**src/rtl/instr_q_pkg.sv**
```systemverilog
// instr_q_pkg: shared types and default sizing for the fetch-to-decode instruction queue
package instr_q_pkg;
  localparam int IQ_DEPTH = 8;
  localparam int IQ_PTR_W = $clog2(IQ_DEPTH) + 1;
  typedef logic [IQ_PTR_W-1:0] t_iq_ptr;
  typedef logic [IQ_PTR_W-1:0] t_iq_occ;
  typedef struct packed {
    logic [15:0] simid;
    logic [31:0] instr;
  } t_instr_pkt;
  typedef struct packed {
    logic valid;
  } t_br_mispred_pkt;
  typedef struct packed {
    logic valid;
  } t_nuke_pkt;
endpackage

```
**src/rtl/instr_q_iq_ptr.sv**
```systemverilog
// iq_ptr: wrap-bit queue pointer with increment and synchronous clear
module iq_ptr #(
  parameter int W = 4
) (
  input  logic         clk,
  input  logic         reset,
  input  logic         clr,
  input  logic         inc,
  output logic [W-1:0] ptr
);
  // clear wins over increment so a flush always lands at slot zero
  always_ff @(posedge clk or posedge reset)
    if (reset) ptr <= '0;
    else if (clr) ptr <= '0;
    else if (inc) ptr <= ptr + 1'b1;
endmodule

```
**src/rtl/instr_q.sv**
```systemverilog
// instr_q: in-order instruction queue decoupling fetch from decode, flushed on mispredict or nuke
module instr_q
  import instr_q_pkg::*;
#(
  parameter int DEPTH = IQ_DEPTH
) (
  input  logic                   clk,
  input  logic                   reset,
  input  logic                   valid_fe1,
  input  t_instr_pkt             instr_fe1,
  output logic                   decode_ready_de0,
  input  t_br_mispred_pkt        br_mispred_ex0,
  input  t_nuke_pkt              nuke_rb1,
  output logic                   valid_iq0,
  output t_instr_pkt             instr_iq0,
  input  logic                   decode_ready_iq0,
  output logic [$clog2(DEPTH):0] occ_iq0
);
  localparam int AW = $clog2(DEPTH);
  localparam logic [AW:0] DEPTH_V = (AW+1)'(DEPTH);
  logic [AW:0] rd_ptr, wr_ptr, occ, occ_next;
  logic flush, enq, deq, empty;
  t_instr_pkt mem [DEPTH];
  assign flush = br_mispred_ex0.valid | nuke_rb1.valid;
  assign empty = rd_ptr == wr_ptr;
  assign valid_iq0 = !empty;
  assign instr_iq0 = mem[rd_ptr[AW-1:0]];
  assign enq = valid_fe1 & decode_ready_de0 & !flush;
  assign deq = valid_iq0 & decode_ready_iq0 & !flush;
  assign occ_next = flush ? '0 : occ + {{AW{1'b0}}, enq} - {{AW{1'b0}}, deq};
  assign occ_iq0 = occ;
  iq_ptr #(.W(AW+1)) u_rd (.clk(clk), .reset(reset), .clr(flush), .inc(deq), .ptr(rd_ptr));
  iq_ptr #(.W(AW+1)) u_wr (.clk(clk), .reset(reset), .clr(flush), .inc(enq), .ptr(wr_ptr));
  // occupancy and ready are loaded from the same next-state value so ready is exact
  always_ff @(posedge clk or posedge reset)
    if (reset) begin
      occ <= '0;
      decode_ready_de0 <= 1'b1;
    end else begin
      occ <= occ_next;
      decode_ready_de0 <= occ_next < DEPTH_V;
    end
  // payload storage is never cleared; only the pointers define which entries are live
  always_ff @(posedge clk)
    if (enq) mem[wr_ptr[AW-1:0]] <= instr_fe1;
`ifdef ASSERT
  logic full;
  assign full = (rd_ptr[AW-1:0] == wr_ptr[AW-1:0]) && (rd_ptr[AW] != wr_ptr[AW]);
  a_no_enq_full: assert property (@(posedge clk) disable iff (reset) !(enq && full));
  a_no_deq_empty: assert property (@(posedge clk) disable iff (reset) !(deq && empty));
  a_occ_match: assert property (@(posedge clk) disable iff (reset) occ == wr_ptr - rd_ptr);
  a_head_stable: assert property (@(posedge clk) disable iff (reset)
    valid_iq0 && !decode_ready_iq0 && !flush |=> $stable(instr_iq0));
`endif
endmodule
```
**config.mk**
```make
export PLATFORM = sky130hd
export DESIGN_NAME = instr_q
export DESIGN_NICKNAME = d
export VERILOG_FILES = /design/src/rtl/instr_q_pkg.sv /design/src/rtl/instr_q_iq_ptr.sv /design/src/rtl/instr_q.sv
export SDC_FILE = /design/constraint.sdc
export NUM_CORES = 1
export LEC_CHECK = 0
export BUFFER_PORTS_ARGS = -buffer_cell sky130_fd_sc_hd__buf_4
export CORE_MARGIN = 4
export CORE_UTILIZATION = 40
export DETAILED_ROUTE_END_ITERATION = 12
export PLACE_DENSITY = 0.66
export SLEW_MARGIN = 10
export SYNTH_ARGS = -nofsm -noshare
export SYNTH_HDL_FRONTEND = slang
export SYNTH_SLANG_ARGS = --single-unit
```
**constraint.sdc**
```tcl
create_clock -name clk -period 6.3 [get_ports clk]
set_input_delay 0.315 -clock clk [delete_from_list [all_inputs] [get_ports clk]]
set_output_delay 0.315 -clock clk [all_outputs]
set_load 0.05 [all_outputs]
```
==> results.tsv <==
metric	value	unit
P_int	4.463	mW
ratio of cells with drive above 1 in the final layout	0.3988	
Syn Inst Count	645	
number of global-route vias before repair	7513	
count leader, synth	edfxtp_1	
hold_sp	instr_fe1[3]	
wire per inst	21.66	um
sequential area share after synthesis	0.7804	
switch share	0.1960	
switching power	1.088	mW
Worst Path Arrival	3320	ps
crit path cell chain	buf_4 > mux4_2 > mux2_2 > buf_4	
RSZ-0062 raised after global routing	false	
FF-to-FF path depth	11	
initial antenna violation count	0	
pwr/cell area	300.9	nW/um2
Crit Path Category	reg -> out	
Syn. warnings	0	
FP Rows	71	
crit path time final	3632	ps
synthesis-to-layout area growth	21.43	%
Total Routing Usage GR	0.1450	
Fillers	3032	
# setup viols final	0	
Flop pwr share	0.526	
Tcrit/Tclk final	0.5765	
global-route wire length before repair	45510	um
Critical path destination	instr_iq0[40]	
Critical path origin	u_rd.ptr[0]	
Vias	6905	
detailed placement HPWL	15390	um
status	complete, no violations	
CTS Buf Count	42	
synthesized flop and latch total	397	
Vias/cell	5.055	
VDD IR max	0.0002538	V
share of the synthesized area in the top cell type	0.7589	
f_max	275.3	MHz
r2r setup slk	3200	ps
setup repair bufs after CTS	0	
Mapped Nets	706	
Clock Skews	9.864	ps
Placed Area	16640	um2
Post-synth top cells	384 x edfxtp_1, 96 x mux4_2, 48 x mux2_2	
Reg2Reg Launch Point	u_rd.ptr[2]	
Hold WC Path Type	in -> reg	
Max Cap Violations	0	
DRC	0	
Synth area leaders	edfxtp_1 76%, mux4_2 14%, mux2_2 3.6%	
drt pass-1 iters	7	
Async S/R FF share, synth	0.03275	
clock sink count	397	
design area	18450	um2
Worst path slowest cell	dfrtp_4	
Comb pwr share	0.042	
Worst Path Max Fanout	41	
Clock Tree Buf Depth	3	
number of enable flip-flop cells after synthesis	384	
Clock Latency Late Sink	530	ps
CP peak stage delay	860	ps
Synth Cell Area	15190	um2
Initial Util	0.4044	
Synth area leader	edfxtp_1	
max-slew violation count	0	
largest net degree at the start of global routing	58	
H-tree depth	2	
full die area	41170	um2
CP Launch Type	flip-flop	
leakage	5.911	nW
clock share of power	0.433	
clk root buf	clkbuf_16	
CP Depth	4	
Synth Flop Type	edfxtp_1	
aggregate global routing overflow	0	
worst slew pin tran	1163	ps
die width	202.9	um
Total Wirelength	29580	um
I/O Buffers	107	
core area	37580	um2
Die Y	202.9	um
diode count	0	
Worst slew margin	0.2205	
Worst EP required	5980	ps
Power Total	5.551	mW
Reg-to-Reg End	occ_iq0[3]	
Synth cell types	30	
CP endpoint kind	output port	
Final Hold Vio Count	0	
clock slew at reported path FFs	60	ps
Ports	108	
Final nets	884	
most used cell, CP	buf_4	
Mean Syn Cell Area	23.56	um2
ANT nets after route	0	
1st-iter DRT viols	453	
delay-heaviest family, CP	buffers and inverters	
setup TNS	0	ps
Buf+Inv Stages, Crit Path	2	
CTS tree	built	
final weighted congestion in routability-driven placement	0.6932	
placed cells by master (no fill, tap or decap), types with 3 or more instances in the layout:
master	count
mux2_2	48
inv_1	7
clkbuf_1	8
dlygate4sd3_1	44
clkbuf_8	3
mux4_2	96
a21oi_1	5
bufinv_16	3
clkinv_2	7
nand2_1	6
clkinv_1	7
ha_1	6
buf_4	121
edfxtp_1	384
nor2_4	6
nand3_1	6
nor2_1	6
dfrtp_1	9
xnor2_1	8
clkinvlp_4	3
clkbuf_16	45
and2_1	4
sequential cells by signal, summed over array words and instances (netlist names):
| name | count |
|---|---|
| mem | 384 |
| occ_iq0 | 4 |
| u_wr.ptr | 4 |
| decode_ready_de0 | 1 |
| u_rd.ptr | 4 |
final cells by class:
| cell class | instances | area [um2] | area share |
|---|---|---|---|
| Multi-Input combinational cell | 210 | 3198 | 0.1733 |
| Timing Repair Buffer | 165 | 1349 | 0.07310 |
| Inverter | 7 | 26.28 | 0.001424 |
| Sequential cell | 397 | 11870 | 0.6432 |
| Tap cell | 511 | 639.4 | 0.03465 |
| Clock buffer | 56 | 1197 | 0.06490 |
| Clock inverter | 20 | 173.9 | 0.009426 |
stage by stage:
| step | std cells | util | worst slack [ps] | hold WS, ps |
|---|---|---|---|---|
| after detailed placement | 1246 | 0.4428 | 3010 | 390.8 |
| final | 1366 | 0.4910 | 2668 | 27.03 |
| after CTS | 1366 | 0.4910 | 2552 | 0.7844 |
| after global placement | 1246 | 0.4428 | 3141 | 382.5 |
| after global routing | 1366 | 0.4910 | 2402 | 11.54 |
| after floorplan | 645 | - | 1243 | 191.2 |
how the worst min path moves through the flow:
stage / endpoint / slack [ps] / cells after the start
finish: mem[5][3] / 30 / 1
global route: mem[5][6] / 10 / 1
CTS: mem[3][16] / 0.8 / 1
detailed placement: occ_iq0[3] / 390 / 2
global placement: occ_iq0[3] / 380 / 2
floorplan: occ_iq0[0] / 190 / 1
power by group through the flow:
stage	clock [mW]	sequential, mW	combinational, mW
finish	2.40	2.92	0.230
global route	2.59	2.92	0.248
CTS	2.47	2.92	0.234
detailed placement	0	2.97	0.210
global placement	0	2.97	0.207
floorplan	0	2.97	0.116
cell families after synthesis:
kind of cell    after synthesis  synth area share
fa+ha+maj                     7          0.006258
mux                         144            0.1779
compound gates               11          0.004941
simple gates                 38           0.01202
flops                       397            0.7804
xor+xnor                     10          0.005765
buf+inv                      38           0.01276
worst reg2reg max path, stage by stage, from the launching register on:
cell,delay [ps]
dfrtp_2,340
buf_4,690
xnor2_1,240
a41oi_2,450
and2_1,190
ha_1,130
inv_1,60
ha_1,280
a21o_1,160
a21oi_1,160
xnor2_1,110
and2_1,170
timing repair:
action                                 CTS  global route
gates resized for setup                  0             0
hold buffers                            44             0
endpoints found under the hold margin  324             0
per-layer routing:
layer | GRT usage | vias to the layer above | wire (um)
met3 | 0.02667 | 46 | 1282
met4 | 0.04025 | 0 | 600
li1 | - | 3062 | -
met2 | 0.2377 | 152 | 14580
met5 | 0 | - | 0
met1 | 0.2023 | 3645 | 13120
Note: power is estimated with default switching activity, not from simulation.
